<file path="src/rtl/input_conditioner.sv">
// Push-button debouncer/pulse generator and busy-frozen operand synchronizer
// feeding the shift-add multiplier. Optional macro: RUN_QUEUE_EN (one-deep pending run).

// Per-button synchronizer + debounce FSM; raises accept for one cycle per debounced press.
//   state        | meaning
//   IDLE         | button released and stable
//   PRESS_WAIT   | low seen, counting consecutive low samples
//   HELD         | press accepted, waiting for release
//   RELEASE_WAIT | high seen, counting consecutive high samples
module input_conditioner_button #(
    parameter int DEBOUNCE_CYCLES = 50000
) (
    input  logic Clk,
    input  logic Reset,
    input  logic raw_n,
    output logic accept
);
    localparam int CW = $clog2(DEBOUNCE_CYCLES + 1);
    localparam logic [CW-1:0] TC_LOAD = CW'(DEBOUNCE_CYCLES - 1);
    localparam logic [CW-1:0] TC_LAST = CW'(1);

    typedef enum logic [1:0] {
        IDLE         = 2'd0,
        PRESS_WAIT   = 2'd1,
        HELD         = 2'd2,
        RELEASE_WAIT = 2'd3
    } state_t;

    state_t        state, state_nxt;
    logic [CW-1:0] remain, remain_nxt;
    logic [1:0]    sync_ff;
    logic          synced;

    assign synced = sync_ff[1];

    always_ff @(posedge Clk or negedge Reset) begin
        if (!Reset) begin
            sync_ff <= 2'b11;
            state   <= IDLE;
            remain  <= '0;
        end else begin
            sync_ff <= {sync_ff[0], raw_n};
            state   <= state_nxt;
            remain  <= remain_nxt;
        end
    end

    // remain counts down the samples still needed; the first sample is taken on entry
    always_comb begin
        state_nxt  = state;
        remain_nxt = remain;
        accept     = 1'b0;
        case (state)
            IDLE: begin
                if (!synced) begin
                    state_nxt  = PRESS_WAIT;
                    remain_nxt = TC_LOAD;
                end
            end
            PRESS_WAIT: begin
                if (synced) begin
                    state_nxt  = IDLE;
                    remain_nxt = '0;
                end else if (remain == TC_LAST) begin
                    state_nxt  = HELD;
                    remain_nxt = '0;
                    accept     = 1'b1;
                end else begin
                    remain_nxt = remain - TC_LAST;
                end
            end
            HELD: begin
                if (synced) begin
                    state_nxt  = RELEASE_WAIT;
                    remain_nxt = TC_LOAD;
                end
            end
            RELEASE_WAIT: begin
                if (!synced) begin
                    state_nxt  = HELD;
                    remain_nxt = '0;
                end else if (remain == TC_LAST) begin
                    state_nxt  = IDLE;
                    remain_nxt = '0;
                end else begin
                    remain_nxt = remain - TC_LAST;
                end
            end
            default: begin
                state_nxt  = IDLE;
                remain_nxt = '0;
            end
        endcase
    end
endmodule

module input_conditioner #(
    parameter int DEBOUNCE_CYCLES = 50000,
    parameter int SW_WIDTH        = 8
) (
    input  logic                Clk,
    input  logic                Reset,
    input  logic                Execute_n,
    input  logic                ClearA_LoadB_n,
    input  logic [SW_WIDTH-1:0] SW,
    input  logic                Busy,
    output logic                Run_pulse,
    output logic                ClearLoad_pulse,
    output logic [SW_WIDTH-1:0] S_out
);
    logic                run_acc, cl_acc;
    logic                run_nxt, cl_nxt;
    logic [SW_WIDTH-1:0] sw_sync1, sw_sync2;

    input_conditioner_button #(.DEBOUNCE_CYCLES(DEBOUNCE_CYCLES)) u_exec (
        .Clk    (Clk),
        .Reset  (Reset),
        .raw_n  (Execute_n),
        .accept (run_acc)
    );

    input_conditioner_button #(.DEBOUNCE_CYCLES(DEBOUNCE_CYCLES)) u_clld (
        .Clk    (Clk),
        .Reset  (Reset),
        .raw_n  (ClearA_LoadB_n),
        .accept (cl_acc)
    );

`ifdef RUN_QUEUE_EN
    logic pending_q, pending_nxt;

    // ClearLoad always beats a run, whether fresh or queued
    always_comb begin
        cl_nxt      = cl_acc & ~Busy;
        run_nxt     = 1'b0;
        pending_nxt = pending_q;
        if (Busy) begin
            if (run_acc && !cl_acc) begin
                pending_nxt = 1'b1;
            end
        end else if (cl_acc) begin
            pending_nxt = 1'b0;
        end else begin
            run_nxt     = run_acc | pending_q;
            pending_nxt = 1'b0;
        end
    end

    always_ff @(posedge Clk or negedge Reset) begin
        if (!Reset) begin
            pending_q <= 1'b0;
        end else begin
            pending_q <= pending_nxt;
        end
    end
`else
    always_comb begin
        cl_nxt  = cl_acc & ~Busy;
        run_nxt = run_acc & ~Busy & ~cl_acc;
    end
`endif

    always_ff @(posedge Clk or negedge Reset) begin
        if (!Reset) begin
            Run_pulse       <= 1'b0;
            ClearLoad_pulse <= 1'b0;
            sw_sync1        <= '0;
            sw_sync2        <= '0;
            S_out           <= '0;
        end else begin
            Run_pulse       <= run_nxt;
            ClearLoad_pulse <= cl_nxt;
            sw_sync1        <= SW;
            sw_sync2        <= sw_sync1;
            if (!Busy) begin
                S_out <= sw_sync2;
            end
        end
    end
endmodule

</file>
<file path="config.mk">
export PLATFORM = sky130hd
export DESIGN_NAME = input_conditioner
export DESIGN_NICKNAME = d
export VERILOG_FILES = /design/src/rtl/input_conditioner.sv
export SDC_FILE = /design/constraint.sdc
export NUM_CORES = 1
export LEC_CHECK = 0
export BUFFER_PORTS_ARGS = -buffer_cell sky130_fd_sc_hd__buf_2
export CAP_MARGIN = 10
export CORE_UTILIZATION = 45
export DETAILED_ROUTE_END_ITERATION = 10
export PLACE_DENSITY = 0.64
export SLEW_MARGIN = 20
export SYNTH_ARGS = -nofsm -noshare
export SYNTH_HDL_FRONTEND = slang
export SYNTH_SLANG_ARGS = --single-unit
</file>
<file path="constraint.sdc">
create_clock -name Clk -period 3.9 [get_ports Clk]
set_clock_uncertainty 0.15 [all_clocks]
set_input_delay 0.78 -clock Clk [delete_from_list [all_inputs] [get_ports Clk]]
set_output_delay 0.78 -clock Clk [all_outputs]
set_load 0.1 [all_outputs]
</file>
# After elaboration in Yosys (flattened, before gate mapping)
# Cells that the tools add are included.
# W data, S select, Z words.
# word_totals
reg_bits	66
wordCells	72
# op_classes
n_mux	32
n_eq_ne	16
n_reduce_logical	6
addsub	2
n_bitwise	5
# ops
cell	count
$mux W16	10
$pmux W16 S4	2
$eq A16 B1 Y1 const B	2
$sub A16 B1 Y16 const B	2
$mux W2	12
$pmux W2 S4	2
$eq A2 B2 Y1 const B	4
$reduce_and A4 Y1	2
$mux W1	6
$ne A3 B1 Y1 const B	2
$ne A3 B3 Y1 const B	2
$eq A2 B1 Y1 const B	2
$logic_not A2 Y1	2
$ne A2 B1 Y1 const B	2
$ne A2 B2 Y1 const B	2
$reduce_and A2 Y1	2
$and A1 B1 Y1	3
$not A1 Y1	2

# Depth between registers and ports, before layout
# depth
word_depth	6
ltp_mapped	7
ltp_nobuf	6

# Modules after synthesis
# A second synthesis with hierarchy kept.
# unflattened
cells_unflattened	291
hier_area_um2	3193.1
# modules_own_cells
module	cells_per_inst	seq_area_each_um2	instances	area_per_inst_um2
input_conditioner_button	127	503.0	2	1197.4
input_conditioner	37	650.6	1	798.3

# Worst setup path after synthesis
# No wires, ideal clock.
# synth_path
path_kind	register to register
startpoint	register u_exec.remain[8]
endpoint	register u_exec.remain[15]
setup_ns	0.136
slack_ns	1.694
path_stages_with_launch	6
required_time_ns	3.614
t_arrival_ns	1.920
path_buffers	1
cell_sequence	dfrtp_1 or4_1 buf_2 or4_4 o21ai_4 o311ai_1
# synth_between
elab_chain_cells	4
elab_cells_between_ends	6
# synth_rtl
item	line	rtl
from (decl)	30	logic [CW-1:0] remain, remain_nxt;
from (signal assigned)	44	remain <= remain_nxt;
$sub A16 B1 Y16 or $eq A16 B1 Y1 (tied branches)	-	
$mux W16 (*)	64, 82	
$mux W16, on equally long branches	79, 61	
$pmux W16 S4 (*)	53	case (state)
# Mark *: on every way between the ends. The rest lies on a longest branch, timed or not.
# A chain may end at the register's enable or synchronous reset.

# Worst setup path in the final report
# layout_path
startpoint	register u_exec.remain[8]
endpoint	register u_exec.remain[6]
# layout_between
elab_chain_cells	4
elab_cells_between_ends	5
# layout_rtl
item	line
$eq A16 B1 Y1 (*)	64, 82
$mux W16 (*)	64, 82
$mux W16, on equally long branches	79, 61
$pmux W16 S4 (*)	53
# Marks and branches as above.

==> impl_metrics.yaml <==
floorplan:
  die_area_sq_um: 7050
  num_rows: 29
  initial_core_util: 0.470
  core_area_sq_um: 6420
  ios: 23
  die_w_um: 83.9
  fp.dieH_um: 83.9
synthesis:
  synth_nets: 295
  synthArstFlopShare: 1.00
  synth_edf_count: 0
  yosys_register_bits: 66
  avgSynthCellArea_sq_um: 10.9
  synth-main-ff-cell: "dfrtp_1"
  netlist_instances: 278
  ys_seq_area_frac: 0.548
  synthDistinctLibCells: 54
  ys_warn_count: 0
  syn_area_sq_um: 3020
timing:
  tightest_slew_ns: 0.814
  fin_crit_ns: 2.42
  fmax_ghz: 0.414
  setup_viol: 0
  setup-tns-final_ns: 0
  finalCritPeriodShare: 0.620
  slew_headroom: 0.456
  slew_viol_final: 0
  rsz0062_at_grt: "false"
  hold_viol: 0
clock_network:
  cts_htree_levels: 3
  post_cts_buffers: 0
  worstSkewPairLatency_ns: 0.35
  numCtsBuffers: 9
  cts.sinks: 66
  cts_root_buf: "clkbuf_8"
  ctsResizeCount: 0
  clk_pin_slew_ns: 0.08
  cts_max_path_buffers: 2
  holdBufCountCts: 0
  tritoncts: "yes"
worst_setup_path:
  crit_type: "reg2reg"
  cp.arrival_ns: 2.47
  r2r_cells: 4
  setup.worst_path.start_class: "register"
  required_ns: 3.96
  worstPathMaxFanout: 8
  worstSetupEndpointType: "register"
final_layout:
  fillerInstances: 574
  final_area_sq_um: 3420
  mostFrequentLayoutCells: "dfrtp_1 (62), nor2_1 (31), buf_2 (22)"
  finalNetCount: 320
  layout_commonest_cell: "dfrtp_1"
  ff_latch_area_sq_um: 1660
  drive_above_1_share: 0.205
  diodes: 0
  layoutNonFillerInstCount: 385
  post-route-util: 0.533
  area_delta_synth_final_pct: 13.2
  multi_input_area_sq_um: 1290
global_route:
  grt_max_degree: 49
  grt_overflow: 0
  grt_pass1_vias: 1986
  grtUsageMet3: 0.0425
  grt_usage: 0.179
  met1_usage: 0.250
  grt.busiest_layer: "met2"
  antenna_found_initial: 0
  grt_pass1_wl_um: 9850
  grt_use_met2: 0.260
run_status:
  outcome: "finished clean"
route:
  dr.pass1.iters: 4
  final_antenna_net_count: 0
  vias_per_cell: 5.68
  drc: 0
  wirelength_um: 5720
  wl_per_cell_um: 14.8
  drt_iter0_drc: 119
  num_vias: 2185
power_and_ir_drop:
  ir_worst_vdd_mv: 0.372
  design_power_total_uw: 2180
  leakage_uw: 0.00144
  power_density_nw_per_um2: 638
flow_run:
  max-cap-violations: 0
placement:
  gp_congestion: 0.801
  dp.final_hpwl_um: 3810
  dp.cells: 369
  dpl-instance-area_sq_um: 3210
  io_buffers: 22
min_path:
  holdCritPathClass: "reg2reg"
  hold_depth: 0
## registers in the layout, indices dropped and copies added, names as in the netlist, named ones only
signal and flops:
u_exec.remain 16, u_clld.state 1, u_clld.sync_ff 2, sw_sync2 8, u_clld.remain 16, ClearLoad_pulse 1
u_exec.sync_ff 2, u_exec.state 1, Run_pulse 1, S_out 8, sw_sync1 8
## where the power goes
group          switching [uW]  internal, uW
combinational             372           231
clock                     298           308
sequential                168           807
## layer usage
metal | up-vias | wire, um
met1 | 1064 | 2830
li1 | 1082 | -
met2 | 27 | 2650
met5 | - | 0
met3 | 12 | 124
met4 | 0 | 115
## critical path: stages, from the launching register on
cell	delay, ns
dfrtp_1	0.42
or4_1	0.68
or4_4	0.59
o21ai_4	0.29
o22ai_1	0.14
## final timing paths
kind	from	slack [ns]	to
max reg2reg	u_exec.remain[8]$_DFFE_PN0P_	1.48	u_exec.remain[6]$_DFFE_PN0P_
min reg2reg	sw_sync1[2]$_DFF_PN0_	0.20	sw_sync2[2]$_DFF_PN0_
max	u_exec.remain[8]$_DFFE_PN0P_	1.48	u_exec.remain[6]$_DFFE_PN0P_
min	sw_sync1[2]$_DFF_PN0_	0.20	sw_sync2[2]$_DFF_PN0_
min in group asynchronous	Reset	0.22	u_exec.remain[3]$_DFFE_PN0P_
max in group asynchronous	Reset	2.43	asynchronous set/reset pin
## cells in the mapped netlist, drive strengths merged (2+ instances only)
cell type  number  area [sq um]
a41oi           2          17.5
mux2i           7          70.1
a21o            2          15.0
nand3          10          50.1
inv             8          30.0
nor3b           2          15.0
clkbuf         11          41.3
o21ai          16          91.3
o22ai           7          43.8
and2            2          12.5
nand2          13          48.8
nor2           32           123
or4             4          33.8
a31oi          10          62.6
dfrtp          62          1550
ha              4          50.1
o21bai          2          15.0
or2             2          12.5
nand4           7          43.8
nand3b          2          15.0
nor2b           3          18.8
mux2            8          90.1
xor2            3          26.3
xnor2           8          70.1
nor3            6          30.0
a21oi           5          25.0
a22o            3          26.3
nor4           13           118
dfstp           4           105
## metrics by stage
stage,worst slack (ns),hold slack (ns)
after floorplan,1.69,0.181
after global placement,1.53,0.181
after detailed placement,1.49,0.185
after CTS,1.48,0.202
after global routing,1.38,0.209
final,1.48,0.202
## layout make-up
| cell class | instances | area share |
|---|---|---|
| Multi-Input combinational cell | 192 | 0.377 |
| Clock buffer | 9 | 0.0362 |
| Clock inverter | 7 | 0.0249 |
| Timing Repair Buffer | 26 | 0.0410 |
| Tap cell | 77 | 0.0282 |
| Inverter | 8 | 0.00878 |
| Sequential cell | 66 | 0.484 |
## kinds of logic after synthesis
logic type / after synthesis / synth area share
and+or+nand+nor: 102 / 0.188
DFF: 66 / 0.548
AOI/OAI and AO/OA: 60 / 0.137
buffers and inverters: 20 / 0.0253
muxes: 15 / 0.0530
xor gates and xnor gates: 11 / 0.0319
adders and majority gates: 4 / 0.0166
(Power assumes the default switching activity.)
